==> src/rtl/square_reg_file.sv <==
`default_nettype none
// ---------------------------------------------------------------------------
// square_reg_file: pulse channel register front end and length counter. Rev 1.0
// ---------------------------------------------------------------------------
module square_reg_file #(
  parameter logic [15:0] BASE_ADDR  = 16'h4000,
  parameter int          STATUS_BIT = 0
) (
  input  logic        clk,
  input  logic        rst_n,
  input  logic [15:0] cpu_addr,
  input  logic [7:0]  cpu_wdata,
  input  logic        cpu_we,
  input  logic        cpu_re,
  input  logic        half_frame,
  output logic [7:0]  cpu_rdata,
  output logic [7:0]  r4000,
  output logic [7:0]  r4001,
  output logic [7:0]  r4002,
  output logic [7:0]  r4003,
  output logic        restart,
  output logic        sweep_reload,
  output logic [7:0]  len_count,
  output logic        active
);

  localparam logic [15:0] C_STATUS_ADDR = 16'h4015;

  logic [7:0] r4000_q, r4000_d, r4001_q, r4001_d;
  logic [7:0] r4002_q, r4002_d, r4003_q, r4003_d;
  logic [7:0] len_q, len_d, rdata_q, rdata_d;
  logic       enable_q, enable_d;
  logic       restart_q, restart_d, sweep_q, sweep_d;

  logic w_wr0, w_wr1, w_wr2, w_wr3, w_wr_status, w_rd_status;

  function automatic logic [7:0] len_lookup(input logic [4:0] idx);
    logic [7:0] v;
    case (idx)
      5'd0:  v = 8'd10;   5'd1:  v = 8'd254;  5'd2:  v = 8'd20;   5'd3:  v = 8'd2;
      5'd4:  v = 8'd40;   5'd5:  v = 8'd4;    5'd6:  v = 8'd80;   5'd7:  v = 8'd6;
      5'd8:  v = 8'd160;  5'd9:  v = 8'd8;    5'd10: v = 8'd60;   5'd11: v = 8'd10;
      5'd12: v = 8'd14;   5'd13: v = 8'd12;   5'd14: v = 8'd26;   5'd15: v = 8'd14;
      5'd16: v = 8'd12;   5'd17: v = 8'd16;   5'd18: v = 8'd24;   5'd19: v = 8'd18;
      5'd20: v = 8'd48;   5'd21: v = 8'd20;   5'd22: v = 8'd96;   5'd23: v = 8'd22;
      5'd24: v = 8'd192;  5'd25: v = 8'd24;   5'd26: v = 8'd72;   5'd27: v = 8'd26;
      5'd28: v = 8'd16;   5'd29: v = 8'd28;   5'd30: v = 8'd32;   default: v = 8'd30;
    endcase
    return v;
  endfunction

  assign w_wr0       = cpu_we && (cpu_addr == BASE_ADDR);
  assign w_wr1       = cpu_we && (cpu_addr == BASE_ADDR + 16'd1);
  assign w_wr2       = cpu_we && (cpu_addr == BASE_ADDR + 16'd2);
  assign w_wr3       = cpu_we && (cpu_addr == BASE_ADDR + 16'd3);
  assign w_wr_status = cpu_we && (cpu_addr == C_STATUS_ADDR);
  assign w_rd_status = cpu_re && (cpu_addr == C_STATUS_ADDR);

  always_comb begin
    r4000_d   = w_wr0 ? cpu_wdata : r4000_q;
    r4001_d   = w_wr1 ? cpu_wdata : r4001_q;
    r4002_d   = w_wr2 ? cpu_wdata : r4002_q;
    r4003_d   = w_wr3 ? cpu_wdata : r4003_q;
    enable_d  = w_wr_status ? cpu_wdata[STATUS_BIT] : enable_q;
    restart_d = w_wr3;
    sweep_d   = w_wr1;

    // Disable beats a length load, which beats a tick; halt uses pre-edge r4000.
    if (w_wr_status && !cpu_wdata[STATUS_BIT])
      len_d = 8'd0;
    else if (w_wr3 && enable_q)
      len_d = len_lookup(cpu_wdata[7:3]);
    else if (half_frame && (len_q != 8'd0) && !r4000_q[5])
      len_d = len_q - 8'd1;
    else
      len_d = len_q;

    rdata_d = 8'd0;
    if (w_rd_status)
      rdata_d[STATUS_BIT] = (len_q != 8'd0);
  end

  always_ff @(posedge clk or negedge rst_n) begin
    if (!rst_n) begin
      r4000_q   <= 8'd0;
      r4001_q   <= 8'd0;
      r4002_q   <= 8'd0;
      r4003_q   <= 8'd0;
      len_q     <= 8'd0;
      rdata_q   <= 8'd0;
      enable_q  <= 1'b0;
      restart_q <= 1'b0;
      sweep_q   <= 1'b0;
    end else begin
      r4000_q   <= r4000_d;
      r4001_q   <= r4001_d;
      r4002_q   <= r4002_d;
      r4003_q   <= r4003_d;
      len_q     <= len_d;
      rdata_q   <= rdata_d;
      enable_q  <= enable_d;
      restart_q <= restart_d;
      sweep_q   <= sweep_d;
    end
  end

  assign r4000        = r4000_q;
  assign r4001        = r4001_q;
  assign r4002        = r4002_q;
  assign r4003        = r4003_q;
  assign len_count    = len_q;
  assign active       = (len_q != 8'd0);
  assign cpu_rdata    = rdata_q;
  assign restart      = restart_q;
  assign sweep_reload = sweep_q;

endmodule
`default_nettype wire

==> config.mk <==
export PLATFORM = sky130hd
export DESIGN_NAME = square_reg_file
export DESIGN_NICKNAME = d
export VERILOG_FILES = /design/src/rtl/square_reg_file.sv
export SDC_FILE = /design/constraint.sdc
export NUM_CORES = 1
export LEC_CHECK = 0
export BUFFER_PORTS_ARGS = -buffer_cell sky130_fd_sc_hd__buf_2
export CORE_AREA = 8 8 77 79
export CTS_CLUSTER_DIAMETER = 120
export DETAILED_ROUTE_END_ITERATION = 10
export DIE_AREA = 0 0 85 87
export GPL_TIMING_DRIVEN = 0
export PLACE_DENSITY = 0.83
export SYNTH_ARGS = -nofsm -noshare
export SYNTH_HDL_FRONTEND = slang
export SYNTH_SLANG_ARGS = --single-unit
==> constraint.sdc <==
create_clock -name clk -period 4.45 [get_ports clk]
set_input_delay 1.335 -clock clk [delete_from_list [all_inputs] [get_ports clk]]
set_output_delay 1.335 -clock clk [all_outputs]
set_load 0.005 [all_outputs]
# After elaboration in Yosys (flattened, before gate mapping)
# Memories as Yosys holds them, arrays and structs flattened.
# Index checks and enable logic that the tools add are counted.
[op_classes]
add_sub_neg = 1
eq_ne = 5
mux = 4
reduce_logical = 14
[op_table]
columns = ["op", "n"]
rows = [
  ["equality test 16 x 15 -> 1 bit (second input constant)", 5],
  ["2-to-1 mux 8 bit", 3],
  ["logical AND 1 bit", 10],
  ["nonzero test 8 bit", 1],
  ["subtractor 8 x 1 -> 8 bit (second input constant)", 1],
  ["nonzero test 3 bit", 1],
  ["zero test 1 bit", 2],
  ["2-to-1 mux 1 bit", 1],
]
[word_totals]
regBits = 44
romBits = 224
in_bits = 29
memories = 1
[mem_list]
columns = ["memory", "words", "word_bits", "read_ports", "rd_ports_with_merged_regs", "wr", "line", "rtl"]
rows = [
  ["(no name shown)", 32, 7, 1, 0, 0, "39", "case (idx)"],
]

# Logic depth before layout (Yosys ltp)
# Gate-level depths: netlist of run 1.
[logic_depth]
word_depth = 6
depth_mapped = 7
ltp_nobuf = 7

# Worst setup path before layout of run 1
# No wires, ideal clock.
[synth_path]
path_kind = "in2reg"
start = "input port cpu_addr[9]"
end = "register r4002_q[0] (netlist: r4002[0])"
setup_ps = 125
arrival_time_ps = 2662
slack_ps = 1663
path_stages = 4
path_cell_list = "nor4_4 > nand4_2 > nor3b_4 > mux2_4"
[synth_between]
elab_chain_len = 2
[synth_lines]
columns = ["element", "line", "rtl"]
rows = [
  ["start: declaration", "11", "input logic [15:0] cpu_addr,"],
  ["equality test 16 x 15 -> 1 bit", "54", "assign w_wr2 = cpu_we && (cpu_addr == BASE_ADDR + 16'd2);"],
  ["logical AND 1 bit", "54", ""],
  ["end signal: assignment", "97", "r4002_q <= r4002_d;"],
  ["end: declaration", "30", "logic [7:0] r4002_q, r4002_d, r4003_q, r4003_d;"],
]
# No other way between the ends.
# A chain may end at the register's enable or synchronous reset.

# Final worst setup path of run 1
[layout_path]
start = "register len_q[1] (netlist: len_count[1])"
end = "output port active"
[layout_between]
elab_chain_len = 1
[layout_lines]
columns = ["element", "line", "rtl"]
rows = [
  ["start: declaration", "31", "logic [7:0] len_q, len_d, rdata_q, rdata_d;"],
  ["start signal: assignment", "99", "len_q <= len_d;"],
  ["nonzero test 8 bit", "112", "assign active = (len_q != 8'd0);"],
  ["end: declaration", "24", "output logic active"],
]
# No other way between the ends.

==> results.yml, run 1 <==
worst_setup_path:
  r2r_cells: 7
  crit_path_end_kind: "output pin"
  cp_data_arrival_time_ns: 1.71
  crit_required_ns: 3.12
  startpoint_type: "register"
  critical_path_class: "reg2out"
  r2r-end: "len_count[4]"
  r2r_slack_ns: 2.49
  crit_fanout: 7
  worstReg2RegStart: "len_count[0]"
placement:
  place.gp.congestion: 0.8721
  dp.cells: 338
  portBuffers: 68
  post-dp-hpwl_mm: 4.380
  dpl_cell_area_mm2: 0.002907
hold_path:
  holdPathStages: 1
  min_to: "r4001[0]"
  hold_path_class: "reg2reg"
  hold_start: "r4001[0]"
sta:
  hold_viol_final: 0
  hold_ws_ns: 0.4847
  finalCritPeriodShare_pct: 68.32
  fmax_mhz: 328.9
  min_period_ns: 3.040
  worst_pin_slew_ns: 0.9339
  skew_ns: 0.002657
  slew_headroom_pct: 37.74
  setup_viol: 0
  fin_tns_setup_ns: 0
  rsz0062_at_grt: "no"
  slew_viol_final: 0
cells_and_area:
  nets: 326
  most-common-layout-cells: "buf_2 (70), dfrtp_1 (44), mux2_1 (27)"
  antennaDiodeCount: 0
  drive_above_1_share_pct: 36.55
  area_growth_syn_to_layout_pct: 22.41
  final_common_cell: "buf_2"
  finalNonFillerCells: 346
  post-route-cell-area_mm2: 0.003028
logic_synthesis:
  ys_types: 52
  yosysSeqAreaShare_pct: 44.51
  yosysWarnings: 0
  synth_cells: 208
  synth.avg_cell_area_um2: 11.89
  ys_seq_elements: 44
  netlist_area_mm2: 0.002474
power:
  peakVddDrop_uv: 229.2
  cellPowerDensity_mw_per_mm2: 355.7
  p_leak_nw: 1.656
  finalPower_w: 0.001077
detailed_routing:
  ant_nets: 0
  dr.first_iter.drc_count: 125
  via_count: 1867
  dr.pass1.iters: 4
  wl_per_cell_um: 16.61
  route.detailed.drc: 0
  routed_wl_mm: 5.748
  via_per_inst: 5.396
cts:
  cts_buffers: 5
  cts_sinks: 44
  clk_pin_slew_ns: 0.08
  cts.repair.resized: 0
  cts_tree: "yes"
  root_buffer: "clkbuf_8"
  htree_levels: 2
  postCtsSetupRepairBufs: 0
  worstSkewPairLatency_ns: 0.30
  max-clock-path-buffers: 2
  postCtsHoldBufs: 0
global_routing:
  antenna_found_initial: 0
  grt_max_degree: 45
  grtUsageTotal_pct: 15.99
  grt_pass1_wl_mm: 9.459
  grt-ovfl-total: 0
  grt_pass1_vias: 2005
floorplan:
  rows: 26
  die_w_um: 85
  ios: 80
  initial_core_util_pct: 51.03
  fp.dieH_um: 87
  core-area_mm2: 0.004847
  dieArea_mm2: 0.007395
job:
  maxCapViolCount: 0
status:
  status: "finished clean"
## Yosys cell counts, drive strengths merged
library cell / count / area (um^2)
a2111oi: 2 / 18.77
a211oi: 5 / 37.54
a21oi: 6 / 30.03
a221o: 1 / 10.01
a2bb2oi: 1 / 8.760
a311oi: 1 / 8.760
a31oi: 2 / 12.51
a41o: 1 / 10.01
and2: 1 / 6.260
and3: 3 / 18.77
and3b: 2 / 17.52
and4: 3 / 26.28
and4b: 1 / 10.01
buf: 9 / 62.56
clkbuf: 8 / 30.03
clkinv: 1 / 3.750
conb: 1 / 3.750
dfrtp: 44 / 1101
ha: 8 / 100.1
inv: 7 / 26.27
mux2: 37 / 446.7
mux2i: 4 / 40.04
nand2: 6 / 22.52
nand2b: 1 / 6.260
nand3: 3 / 15.01
nand3b: 2 / 15.01
nand4: 2 / 25.02
nor2: 11 / 43.80
nor2b: 4 / 25.02
nor3: 6 / 41.29
nor3b: 5 / 48.80
nor4: 3 / 55.05
nor4b: 1 / 23.77
o21ai: 3 / 15.01
o22ai: 2 / 12.51
o2bb2ai: 1 / 8.760
o311a: 1 / 10.01
o311ai: 1 / 8.760
or2: 1 / 6.260
or3: 1 / 11.26
or4: 2 / 15.01
xnor2: 3 / 26.28
xor2: 1 / 8.760
## cell families after synthesis
group	share of synthesized area [%]
compound gates	7.739
xor+xnor	1.417
fa+ha+maj	4.047
buf+inv	4.957
flops	44.51
mux	19.68
other cells	0.1516
simple gates	17.50
## where the power goes
group,internal [W],switching (W)
sequential,0.000436,0.0000476
clock,0.000184,0.000139
combinational,0.000128,0.000143
## worst max-delay path, cell delays in order (launching register included)
cell	delay (ns)
dfrtp_1	0.41
inv_1	0.11
ha_1	0.17
nor2b_1	0.39
nand3_1	0.16
buf_2	0.17
## area by class of cell
class,instances,area [um^2]
repair buffers,68,340.3
clock buffers,6,82.58
fillers,404,1819
clock inverters,2,38.79
well taps,56,70.07
plain buffers,17,92.59
inverters,8,30.03
multi-input cells,145,1272
flip-flops and latches,44,1101
## how the worst max path moves through the flow
stage                  from  endpoint  slack [ns]  cells after the start
6_report       len_count[1]    active        1.41                      5
5_1_grt        len_count[0]    active        1.27                      5
4_1_cts        len_count[1]    active        1.39                      5
3_5_place_dp    cpu_addr[9]  r4002[2]        1.37                      5
3_3_place_gp    cpu_addr[3]  r4002[0]        1.37                      5
2_1_floorplan   cpu_addr[9]  r4002[0]        1.66                      4
## metrics by stage
stage          setup WS, ns  utilization (%)
4_1_cts               1.390            62.47
2_1_floorplan         1.663                -
5_1_grt               1.275            62.47
3_3_place_gp          1.375            59.96
6_report              1.410            62.47
3_5_place_dp          1.368            59.96
## flip-flops by register name (all words and copies together), names as in the netlist
name          count
r4000             8
enable_q          1
r4002             8
r4003             8
sweep_reload      1
cpu_rdata         1
restart           1
r4001             8
len_count         8
## layer usage
layer / global-route usage [%] / routed length, um
met1: 17.41 / 2394
met2: 28.20 / 2866
met3: 6.887 / 437
met4: 3.236 / 51
met5: 0 / 0
(Power assumes the default switching activity.)
==> inputs of run 2 (changes only) <==
==> config.mk (replaced) <==
export PLATFORM = sky130hd
export DESIGN_NAME = square_reg_file
export DESIGN_NICKNAME = d
export VERILOG_FILES = /design/src/rtl/square_reg_file.sv
export SDC_FILE = /design/constraint.sdc
export NUM_CORES = 1
export LEC_CHECK = 0
export ABC_AREA = 1
export BUFFER_PORTS_ARGS = -buffer_cell sky130_fd_sc_hd__buf_2
export CORE_AREA = 8 8 79 81
export CTS_CLUSTER_DIAMETER = 120
export DETAILED_ROUTE_END_ITERATION = 10
export DIE_AREA = 0 0 87 89
export GPL_TIMING_DRIVEN = 0
export PLACE_DENSITY = 0.78
export SYNTH_ARGS = -nofsm -noshare
export SYNTH_HDL_FRONTEND = slang
export SYNTH_SLANG_ARGS = --single-unit
==> constraint.sdc (replaced) <==
create_clock -name clk -period 3.1 [get_ports clk]
set_input_delay 0.93 -clock clk [delete_from_list [all_inputs] [get_ports clk]]
set_output_delay 0.93 -clock clk [all_outputs]
set_load 0.005 [all_outputs]
==> run 2 against run 1 <==
  * Sequential power is 38% higher
  * Highest routed layer unchanged
  * Die area increased by 4.7%
  * Design area about the same
  * Clock skew is 0.0053 ns higher
  * Area after synthesis fell by 1.4%
  * Largest power group unchanged
  * Cell count up 40%
==> results.yml, run 2 <==
worst_setup_path:
  cp_data_arrival_time_ns: 1.51
  crit_path_end_kind: "output pin"
  crit_fanout: 4
  r2r_cells: 8
  critical_path_class: "reg2out"
  startpoint_type: "register"
  crit_required_ns: 2.17
logic_synthesis:
  synth_most_common_cell: "nand2_1"
  ys_seq_elements: 44
  yosysTopAreaCell: "dfrtp_1"
  ys.flop_type: "dfrtp_1"
  synth_cells: 328
  synth_area_leaders: "dfrtp_1 (45%), nand2_1 (15%), o21ai_0 (7.6%)"
  yosysWarnings: 0
  netlist_area_mm2: 0.002439
  yosysSeqAreaShare_pct: 45.15
  synth.avg_cell_area_um2: 7.435
  ys_types: 23
  async_reset_ff_share_pct: 100.0
  synth_edf_count: 0
  synth_top_area_share_pct: 45.15
  synth_commonest_cells: "nand2_1 (99), dfrtp_1 (44), nor2_1 (39)"
sta:
  hold_ws_ns: 0.4863
  slew_headroom_pct: 36.21
  hold_viol_final: 0
  setup_viol: 0
  fin_ws_ns: 0.6571
  slew_viol_final: 0
  skew_ns: 0.007933
  rsz0062_at_grt: "no"
  finalCritPeriodShare_pct: 78.80
  min_period_ns: 2.443
  fin_tns_setup_ns: 0
  fmax_mhz: 409.3
  worst_pin_slew_ns: 0.9569
status:
  status: "finished clean"
detailed_routing:
  wl_per_cell_um: 13.22
  route.detailed.drc: 0
  via_count: 2389
  routed_wl_mm: 6.386
  ant_nets: 0
  dr.first_iter.drc_count: 132
  dr.pass1.iters: 4
  via_per_inst: 4.946
floorplan:
  fp.dieH_um: 89
  ios: 80
  initial_core_util_pct: 48.99
  die_w_um: 87
  core-area_mm2: 0.004977
  rows: 26
  dieArea_mm2: 0.007743
cts:
  htree_levels: 2
  cts_tree: "yes"
  postCtsSetupRepairBufs: 0
  clk_pin_slew_ns: 0.09
  cts.repair.resized: 0
  root_buffer: "clkbuf_8"
  worstSkewPairLatency_ns: 0.30
  max-clock-path-buffers: 2
  cts_sinks: 44
  cts_buffers: 5
  postCtsHoldBufs: 0
cells_and_area:
  fillers: 473
  regArea_mm2: 0.001101
  finalNonFillerCells: 483
  multi_input_area_mm2: 0.001145
  nets: 449
  antennaDiodeCount: 0
  area_growth_syn_to_layout_pct: 24.06
  drive_above_1_share_pct: 23.49
  final_common_cell: "nand2_1"
  post-route-cell-area_mm2: 0.003025
  most-common-layout-cells: "nand2_1 (99), buf_2 (78), dfrtp_1 (44)"
global_routing:
  grt-ovfl-total: 0
  grtUsageTotal_pct: 16.81
  grtUsageMet3_pct: 4.044
  grt_max_degree: 45
  antenna_found_initial: 0
  grtUsageMet1_pct: 20.18
  use_met2_pct: 28.24
  grt_pass1_vias: 2294
  grt_pass1_wl_mm: 10.56
  grt_busiest_layer: "met2"
hold_path:
  holdPathStages: 2
  hold_path_class: "reg2reg"
placement:
  dpl_cell_area_mm2: 0.002904
  dp.cells: 475
  portBuffers: 71
  post-dp-hpwl_mm: 4.852
  pre_cts_ws_ns: 0.7693
  place.gp.congestion: 0.8983
job:
  maxCapViolCount: 0
power:
  p_leak_nw: 1.718
  peakVddDrop_uv: 270.8
  cellPowerDensity_mw_per_mm2: 533.1
run 2: cell count changes after synthesis, moves of 7 or more:
cell      delta
nand2_1     +93
inv_1       +27
mux2_4       -8
nand3_1     +14
nor2_1      +29
mux2_1      -27
nand4_1     +15
o21ai_0     +34
clkbuf_1     -7
run 2: cell type report:
type | instances | area share (%)
Timing Repair Buffer | 71 | 11.75
Sequential cell | 44 | 36.39
Clock inverter | 2 | 1.282
Multi-Input combinational cell | 242 | 37.84
Clock buffer | 6 | 2.730
Tap cell | 70 | 2.895
Inverter | 33 | 4.094
Buffer | 15 | 3.019
run 2: per-stage QoR:
step           utilization (%)  total power [W]
2_1_floorplan                -        0.0009968
3_3_place_gp             58.35         0.001140
3_5_place_dp             58.35         0.001154
4_1_cts                  60.78         0.001616
5_1_grt                  60.78         0.001728
6_report                 60.78         0.001613
run 2: final timing paths:
| check | start | to | slack (ns) |
|---|---|---|---|
| max reg2reg | len_count[3] | len_count[1] | 1.43 |
| min in group asynchronous | rst_n | r4001[5] | 0.77 |
| min | r4001[5] | r4001[5] | 0.49 |
| max | len_count[3] | active | 0.66 |
| max in group asynchronous | rst_n | enable_q | 1.72 |
| min reg2reg | r4001[5] | r4001[5] | 0.49 |
run 2: per-layer routing:
metal / vias up / part of all wire (%) / wire length [um]
li1: 1211 / - / -
met1: 1084 / 42 / 2696
met2: 82 / 48 / 3080
met3: 12 / 7.4 / 473
met4: 0 / 2.1 / 136
met5: - / 0 / 0
run 2: worst max-delay path, stage by stage, from the launching register on:
cell	delay [ns]
dfrtp_1	0.42
inv_1	0.13
nand2_1	0.08
nor2_1	0.16
nand4_1	0.22
buf_2	0.20
run 2: power by group:
group / internal, W / switching [W] / total, W
Sequential: 0.000621 / 0.0000473 / 0.000669
Combinational: 0.000193 / 0.000284 / 0.000477
Clock: 0.000264 / 0.000204 / 0.000468
Total: 0.00108 / 0.000535 / 0.00161
run 2: cells by family (layout without fill, tap and decap cells):
kind of cell,Yosys count,after routing,synth area share [%]
buf+inv,48,127,8.825
fa+ha+maj,8,8,4.105
flops,44,44,45.15
other cells,1,7,0.1538
simple gates,174,174,29.81
xor+xnor,4,4,1.436
compound gates,49,49,10.52
